[config.mk]
export PLATFORM = sky130hd
export DESIGN_NAME = instr_fetch_flat
export DESIGN_NICKNAME = d
export VERILOG_FILES = /design/src/rtl/instr_fetch_if.sv /design/src/rtl/instr_fetch.sv /design/src/flat_wrapper.sv
export SDC_FILE = /design/constraint.sdc
export NUM_CORES = 1
export LEC_CHECK = 0
export ABC_CLOCK_PERIOD_IN_PS = 6400
export CORE_MARGIN = 4
export CORE_UTILIZATION = 59
export DETAILED_ROUTE_END_ITERATION = 7
export PLACE_DENSITY = 0.82
export SLEW_MARGIN = 30
export SYNTH_ARGS = -nofsm -noshare
export SYNTH_HDL_FRONTEND = slang
export SYNTH_SLANG_ARGS = --single-unit
[constraint.sdc]
create_clock -name clk -period 6.4 [get_ports clk]
set_input_delay 0.64 -clock clk [delete_from_list [all_inputs] [get_ports clk]]
set_output_delay 0.64 -clock clk [all_outputs]
set_load 0.02 [all_outputs]
[src/rtl/instr_fetch_if.sv]
// Instruction fetch bus: program control, instruction memory port
// and decoder-side FWFT instruction stream.
interface instr_fetch_if #(
    parameter int DATA_WIDTH = 32,
    parameter int ADDR_WIDTH = 7
) ();
    logic                  i_start;
    logic [ADDR_WIDTH-1:0] i_base_addr;
    logic [ADDR_WIDTH:0]   i_num_instr;
    logic                  o_busy;
    logic                  o_done;
    logic                  o_imem_read_req;
    logic [ADDR_WIDTH-1:0] o_imem_read_addr;
    logic [DATA_WIDTH-1:0] i_imem_read_data;
    logic                  o_instr_valid;
    logic [DATA_WIDTH-1:0] o_instr_data;
    logic                  i_instr_ready;

    modport slave (
        input  i_start, i_base_addr, i_num_instr,
        input  i_imem_read_data, i_instr_ready,
        output o_busy, o_done,
        output o_imem_read_req, o_imem_read_addr,
        output o_instr_valid, o_instr_data
    );

    modport master (
        output i_start, i_base_addr, i_num_instr,
        output i_imem_read_data, i_instr_ready,
        input  o_busy, o_done,
        input  o_imem_read_req, o_imem_read_addr,
        input  o_instr_valid, o_instr_data
    );
endinterface

[src/rtl/instr_fetch.sv]
// Instruction fetcher: streams a program from instruction memory
// into a small FWFT buffer, issuing reads only when space is assured.
module instr_fetch #(
    parameter int DATA_WIDTH = 32,
    parameter int ADDR_WIDTH = 7,
    parameter int FIFO_DEPTH = 4
) (
    input logic          clk,
    input logic          reset,
    instr_fetch_if.slave bus
);
    localparam int PW = $clog2(FIFO_DEPTH);
    localparam int CW = PW + 1;
    localparam int NW = ADDR_WIDTH + 1;

    typedef enum logic [1:0] {IDLE, FETCH, DRAIN, DONE} state_t;

    state_t                state;
    logic [ADDR_WIDTH-1:0] addr;
    logic [NW-1:0]         num;
    logic [NW-1:0]         issued;
    logic [NW-1:0]         popped;
    logic                  inflight;
    logic [DATA_WIDTH-1:0] mem [FIFO_DEPTH];
    logic [PW-1:0]         wr_ptr;
    logic [PW-1:0]         rd_ptr;
    logic [CW-1:0]         count;
    logic                  credit;
    logic                  req;
    logic                  push;
    logic                  pop;

    // Returned data cannot be refused, so a read needs a free slot
    // that is not already promised to a read in flight.
    assign credit = ({1'b0, count} + {{CW{1'b0}}, inflight})
                    < (CW+1)'(FIFO_DEPTH);
    assign req    = (state == FETCH) && (issued != num) && credit;
    assign push   = inflight;
    assign pop    = (count != '0) && bus.i_instr_ready;

    assign bus.o_busy           = (state != IDLE);
    assign bus.o_done           = (state == DONE);
    assign bus.o_imem_read_req  = req;
    assign bus.o_imem_read_addr = addr;
    assign bus.o_instr_valid    = (count != '0);
    assign bus.o_instr_data     = (count != '0) ? mem[rd_ptr] : '0;

    always_ff @(posedge clk or posedge reset) begin
        if (reset) begin
            state  <= IDLE;
            addr   <= '0;
            num    <= '0;
            issued <= '0;
            popped <= '0;
        end else begin
            if (pop)
                popped <= popped + NW'(1);
            unique case (state)
                IDLE: begin
                    if (bus.i_start) begin
                        addr   <= bus.i_base_addr;
                        num    <= bus.i_num_instr;
                        issued <= '0;
                        popped <= '0;
                        state  <= (bus.i_num_instr == '0) ? DONE : FETCH;
                    end
                end
                FETCH: begin
                    if (req) begin
                        addr   <= addr + ADDR_WIDTH'(1);
                        issued <= issued + NW'(1);
                        if (issued + NW'(1) == num)
                            state <= DRAIN;
                    end
                end
                DRAIN: begin
                    if (!inflight && count == '0 && popped == num)
                        state <= DONE;
                end
                DONE: state <= IDLE;
            endcase
        end
    end

    always_ff @(posedge clk or posedge reset) begin
        if (reset) begin
            inflight <= 1'b0;
            wr_ptr   <= '0;
            rd_ptr   <= '0;
            count    <= '0;
        end else begin
            inflight <= req;
            if (push)
                wr_ptr <= wr_ptr + PW'(1);
            if (pop)
                rd_ptr <= rd_ptr + PW'(1);
            unique case ({push, pop})
                2'b10:   count <= count + CW'(1);
                2'b01:   count <= count - CW'(1);
                default: count <= count;
            endcase
        end
    end

    always_ff @(posedge clk) begin
        if (push)
            mem[wr_ptr] <= bus.i_imem_read_data;
    end
endmodule

[src/flat_wrapper.sv]
// flat-port wrapper written by rule: the top's interface ports become plain ports
module instr_fetch_flat 
#(
    parameter int DATA_WIDTH = 32,
    parameter int ADDR_WIDTH = 7,
    parameter int FIFO_DEPTH = 4
)
  (clk, reset, bus_i_start, bus_i_base_addr, bus_i_num_instr, bus_i_imem_read_data, bus_i_instr_ready, bus_o_busy, bus_o_done, bus_o_imem_read_req, bus_o_imem_read_addr, bus_o_instr_valid, bus_o_instr_data);
  instr_fetch_if #(.DATA_WIDTH(DATA_WIDTH), .ADDR_WIDTH(ADDR_WIDTH)) bus_i ();
  input logic clk;
  input logic reset;
  input wire logic [$bits(bus_i.i_start)-1:0] bus_i_start;
  input wire logic [$bits(bus_i.i_base_addr)-1:0] bus_i_base_addr;
  input wire logic [$bits(bus_i.i_num_instr)-1:0] bus_i_num_instr;
  input wire logic [$bits(bus_i.i_imem_read_data)-1:0] bus_i_imem_read_data;
  input wire logic [$bits(bus_i.i_instr_ready)-1:0] bus_i_instr_ready;
  output wire logic [$bits(bus_i.o_busy)-1:0] bus_o_busy;
  output wire logic [$bits(bus_i.o_done)-1:0] bus_o_done;
  output wire logic [$bits(bus_i.o_imem_read_req)-1:0] bus_o_imem_read_req;
  output wire logic [$bits(bus_i.o_imem_read_addr)-1:0] bus_o_imem_read_addr;
  output wire logic [$bits(bus_i.o_instr_valid)-1:0] bus_o_instr_valid;
  output wire logic [$bits(bus_i.o_instr_data)-1:0] bus_o_instr_data;
  assign bus_i.i_start = bus_i_start;
  assign bus_i.i_base_addr = bus_i_base_addr;
  assign bus_i.i_num_instr = bus_i_num_instr;
  assign bus_i.i_imem_read_data = bus_i_imem_read_data;
  assign bus_i.i_instr_ready = bus_i_instr_ready;
  assign bus_o_busy = bus_i.o_busy;
  assign bus_o_done = bus_i.o_done;
  assign bus_o_imem_read_req = bus_i.o_imem_read_req;
  assign bus_o_imem_read_addr = bus_i.o_imem_read_addr;
  assign bus_o_instr_valid = bus_i.o_instr_valid;
  assign bus_o_instr_data = bus_i.o_instr_data;
  instr_fetch #(.DATA_WIDTH(DATA_WIDTH), .ADDR_WIDTH(ADDR_WIDTH), .FIFO_DEPTH(FIFO_DEPTH)) u_core (.clk(clk), .reset(reset), .bus(bus_i));
endmodule
# --- Word level (Yosys, flattened, before mapping) ---
# Memories as Yosys holds them, arrays and structs flattened.
# Index checks and enable logic that the tools add are counted.
classes:
  n_addsub: 8
  n_lt_le_gt_ge: 1
  n_eq_ne: 12
  mux: 19
  n_reduce_logical: 16
ops:
  columns: ["op", "n"]
  rows:
  - ["8-bit two-way mux", 5]
  - ["32-bit two-way mux", 1]
  - ["8-bit by 1-bit adder with 8-bit output, second input constant", 2]
  - ["8-bit == test", 2]
  - ["8-bit case mux with 2 select lines", 1]
  - ["7-bit two-way mux", 2]
  - ["7-bit case mux with 2 select lines", 1]
  - ["2-bit two-way mux", 5]
  - ["8-bit zero test", 1]
  - ["8-bit != test", 1]
  - ["2-bit case mux with 4 select lines", 1]
  - ["7-bit by 1-bit adder with 7-bit output, second input constant", 1]
  - ["2-bit == test, second input constant", 3]
  - ["3-bit case mux with 2 select lines", 1]
  - ["2-bit nonzero test", 3]
  - ["1-bit logical AND", 5]
  - ["2-bit by 1-bit adder with 2-bit output, second input constant", 2]
  - ["3-bit by 1-bit adder with 4-bit output", 1]
  - ["2-bit by 1-bit == test with 1-bit output, second input constant", 2]
  - ["4-bit by 3-bit < comparator with 1-bit output, second input constant", 1]
  - ["2-bit by 1-bit != test with 1-bit output, second input constant", 2]
  - ["2-bit != test, second input constant", 2]
  - ["4-bit AND reduction", 1]
  - ["3-bit by 1-bit adder with 3-bit output, second input constant", 1]
  - ["other kinds (8)", 9]
word_totals:
  reg_bits: 41
  ram_bits: 128
  out_inout_bits: 43
  word_cells: 66
  n_memories: 1
memory_table:
  columns: ["name", "words", "width", "read_ports", "rd_ports_with_merged_regs", "wr", "line_no", "text"]
  rows:
  - ["u_core.mem", 4, 32, 1, 0, 1, "instr_fetch.sv:24", "logic [DATA_WIDTH-1:0] mem [FIFO_DEPTH];"]

# --- Logic depth before layout (Yosys ltp) ---
logic_depth:
  depth_word: 5
  mapped_depth: 10
  mapped_depth_nobuf: 8

# --- Worst setup path after synthesis ---
# Ideal clock, no wire load.
synth_path:
  kind: "reg-to-output"
  from: "register u_core.rd_ptr[0]"
  to: "output bus_o_instr_data[23]"
  arrival_time_ns: 1.901
  required_time_ns: 5.760
  slack_ns: 3.859
  stages_incl_launch_ff: 5
  path_buffers: 2
  path_cell_list: "dfrtp_1 -> clkbuf_1 -> buf_1 -> mux4_2 -> and2_1"
synth_via:
  elab_chain_len: 2
synth_lines:
  columns: ["element", "line_no", "text"]
  rows:
  - ["from (decl)", "instr_fetch.sv:26", "logic [PW-1:0] rd_ptr;"]
  - ["from (signal assigned)", "instr_fetch.sv:96", "rd_ptr <= rd_ptr + PW'(1);"]
  - ["memory 4 x 32 bit", null, null]
  - ["32-bit two-way mux", "instr_fetch.sv:46", "assign bus.o_instr_data = (count != '0) ? mem[rd_ptr] : '0;"]
  - ["to (decl)", "flat_wrapper.sv:22", "output wire logic [$bits(bus_i.o_instr_data)-1:0] bus_o_instr_data;"]
# Every way passes these cells.

# --- Final worst setup path ---
layout_path:
  from: "register u_core.state[1]"
  to: "output bus_o_imem_read_req"
layout_via:
  elab_chain_len: 3
layout_lines:
  columns: ["element", "line_no", "text"]
  rows:
  - ["from (decl)", "instr_fetch.sv:18", "state_t state;"]
  - ["from (signal assigned)", "instr_fetch.sv:65", "state <= (bus.i_num_instr == '0) ? DONE : FETCH;"]
  - ["2-bit by 1-bit == test with 1-bit output", "instr_fetch.sv:37", "assign req = (state == FETCH) && (issued != num) && credit;"]
  - ["1-bit logical AND (2 in series)", "instr_fetch.sv:37", null]
  - ["to (decl)", "flat_wrapper.sv:19", "output wire logic [$bits(bus_i.o_imem_read_req)-1:0] bus_o_imem_read_req;"]
# Every way passes these cells.

==> results.toml <==
[status]
status = "finished, final reports clean"

[final_layout]
syn2layout_area_growth_pct = 23.4
n_fill_cell = 710
multi_input_area_um2 = 2280
diodes = 0
layout.nets = 618
layout-drive-gt1-share = 0.150
seq_area_um2 = 4870

[place]
place.gp.congestion = 0.827
numPortBuffers = 93
hpwl_mm = 9.00
pre_cts_ws_ns = 2.95

[synthesis]
syn-mean-instance-area_um2 = 15.9
synth_ff_type = "edfxtp_1"
syn-cell-area_um2 = 7270
synth-edff-count = 128
synthArstFlopShare = 0.243
syn_nets = 522
ys_seq_area_frac = 0.669
ys_ff_latch = 169
synthTopCellsByArea = "edfxtp_1, dfrtp_1, mux4_2"
synth_top_area_frac = 0.528
ys_warn_count = 0
syn-instance-count = 458
synth_area_leader_cell = "edfxtp_1"
synth.distinct_cells = 46

[cts]
clock_path_buffers = 2
clock_sinks = 169
cts_resized = 0
cts_hold_buffers = 0
numCtsBuffers = 17
post-cts-setup-buffer-count = 0
cts_tree = "done"
cts.root.buffer_cell = "clkbuf_16"
cts_max_level = 4
clock_latency_ns = 0.43
clkTransAtPathRegs_ns = 0.07

[flow_run]
maxCapViolCount = 0

[floorplanning]
row_count = 40
die_area_um2 = 14200
pin_count = 94
start_util = 0.603
die_w_um = 119
core_um2 = 12100
die_h_um = 119

[routing]
drc = 0
drt-total-wl_mm = 14.2
first_iter_violations = 404
viasPerCell = 5.71
firstDrtPassIters = 5
avgRoutedWirePerCell_um = 19.3
antenna_left = 0
dr_total_vias = 4198

[critical_path]
critPathKind = "register to primary output"
r2r_setup_slack_ns = 3.22
crit_arrival_ns = 3.29
cp_max_fo = 20
end_kind = "primary output"
crit_required_ns = 5.76
r2r_cells = 7
start_kind = "register"

[global_route]
grt_max_degree = 42
grt_pass1_wl_mm = 22.9
grt.overflow.total = 0
grt_pass1_vias = 4289
grt_use_total = 0.212
antenna_found_initial = 1

[power_and_ir_drop]
p_clk_frac = 0.237
p_leak_nw = 3.23
switching_power_mw = 1.52
power_density_nw_per_um2 = 487
ir_worst_vdd_mv = 0.299
internal-power_mw = 2.85
swShare = 0.347
power_frac_seq = 0.358
p_comb_frac = 0.405

[sta]
layout_setup_ws_ns = 2.47
period_needed_ns = 3.93
finalMaxSlewViolations = 0
rsz0062_at_grt = "no"
setup_viol = 0
finalCritPeriodShare = 0.615
hold_viol = 0
finalSetupTns_ns = 0
finClkSkew_ns = 0.00765
slew_headroom = 0.407
fmax_mhz = 254
worst_pin_slew_ns = 0.889

[worst_hold_path]
whs_path_depth = 1
hold_path_class = "register to register"
## stage by stage
stage | utilization | cells | hold WS (ns) | power (mW) | cell area [um^2]
after detailed placement | 0.694 | 703 | 0.484 | 3.36 | 8370
after floorplan | - | 458 | 0.451 | 2.72 | 7270
after global placement | 0.694 | 703 | 0.474 | 3.30 | 8370
after global routing | 0.744 | 735 | 0.536 | 4.62 | 8970
final | 0.744 | 735 | 0.500 | 4.37 | 8970
after CTS | 0.744 | 735 | 0.495 | 4.41 | 8970
## worst max-delay path: stages (launching register included)
cell,delay (ns)
dfrtp_1,0.40
inv_1,0.11
ha_1,0.61
clkinv_1,0.50
a2111oi_4,0.54
clkdlybuf4s50_1,0.70
## synthesized netlist by cell type, types with 5 or more instances
master / instances
ha_1: 12
dfrtp_1: 41
o21ai_0: 17
xnor2_1: 13
inv_1: 11
nor4_1: 5
nand3_1: 6
edfxtp_1: 128
nor2_1: 16
xor2_1: 17
a21oi_1: 9
clkbuf_1: 15
mux4_2: 32
nand2_1: 40
mux2i_1: 7
and2_1: 40
## cells in the final DEF (no fill, tap or decap), types with 5 or more instances in the layout
cell type          n
mux4_2            32
and2_1            36
xnor2_1           13
ha_1              12
edfxtp_1         128
nor2_1            16
mux2i_1            7
clkdlybuf4s50_1   93
a21oi_1            9
o21ai_0           17
dfrtp_1           40
xor2_1            17
inv_1             11
inv_6              8
clkbuf_16         17
nand2_1           40
nand3_1            6
nor4_1             5
## registers in the layout, summed over array words and instances, names as in the netlist
register	cells
u_core.mem	128
u_core.bus.o_imem_read_addr	7
u_core.issued	8
u_core.num	8
u_core.inflight	1
u_core.wr_ptr	2
u_core.count	3
u_core.state	2
u_core.popped	8
u_core.rd_ptr	2
## logic make-up after synthesis
logic type / Yosys count / synth area share
DFF: 169 / 0.669
AOI/OAI and AO/OA: 49 / 0.0495
and+or+nand+nor: 123 / 0.0889
muxes: 39 / 0.109
adders and majority gates: 13 / 0.0234
buffers and inverters: 32 / 0.0172
xor gates and xnor gates: 33 / 0.0428
## power groups by stage
stage	combinational (mW)	sequential (mW)	clock [mW]
after detailed placement	1.77	1.59	0
after global placement	1.73	1.57	0
after floorplan	1.16	1.56	0
after global routing	1.92	1.59	1.11
final	1.77	1.57	1.04
after CTS	1.79	1.56	1.06
## cell type report
| class | count | area share |
|---|---|---|
| flip-flops and latches | 169 | 0.543 |
| clock buffers | 17 | 0.0474 |
| repair buffers | 97 | 0.107 |
| well taps | 168 | 0.0234 |
| multi-input cells | 257 | 0.255 |
| clock inverters | 15 | 0.0198 |
| inverters | 12 | 0.00502 |
## per-layer routing
metal / wire length (um) / global-route usage
met1: 5800 / 0.284
met5: 13 / 0
met4: 230 / 0.0659
met3: 924 / 0.0660
met2: 7210 / 0.336
## worst paths after layout
path / start / to
max reg2reg: u_core.state[1] / u_core.bus.o_imem_read_addr[4]
min reg2reg: u_core.count[0] / u_core.count[0]
max: u_core.state[1] / bus_o_imem_read_req
min in group asynchronous: reset / u_core.count[0]
max in group asynchronous: reset / u_core.rd_ptr[0]
min: u_core.count[0] / u_core.count[0]
No activity file was read; power rests on OpenSTA's default activity.
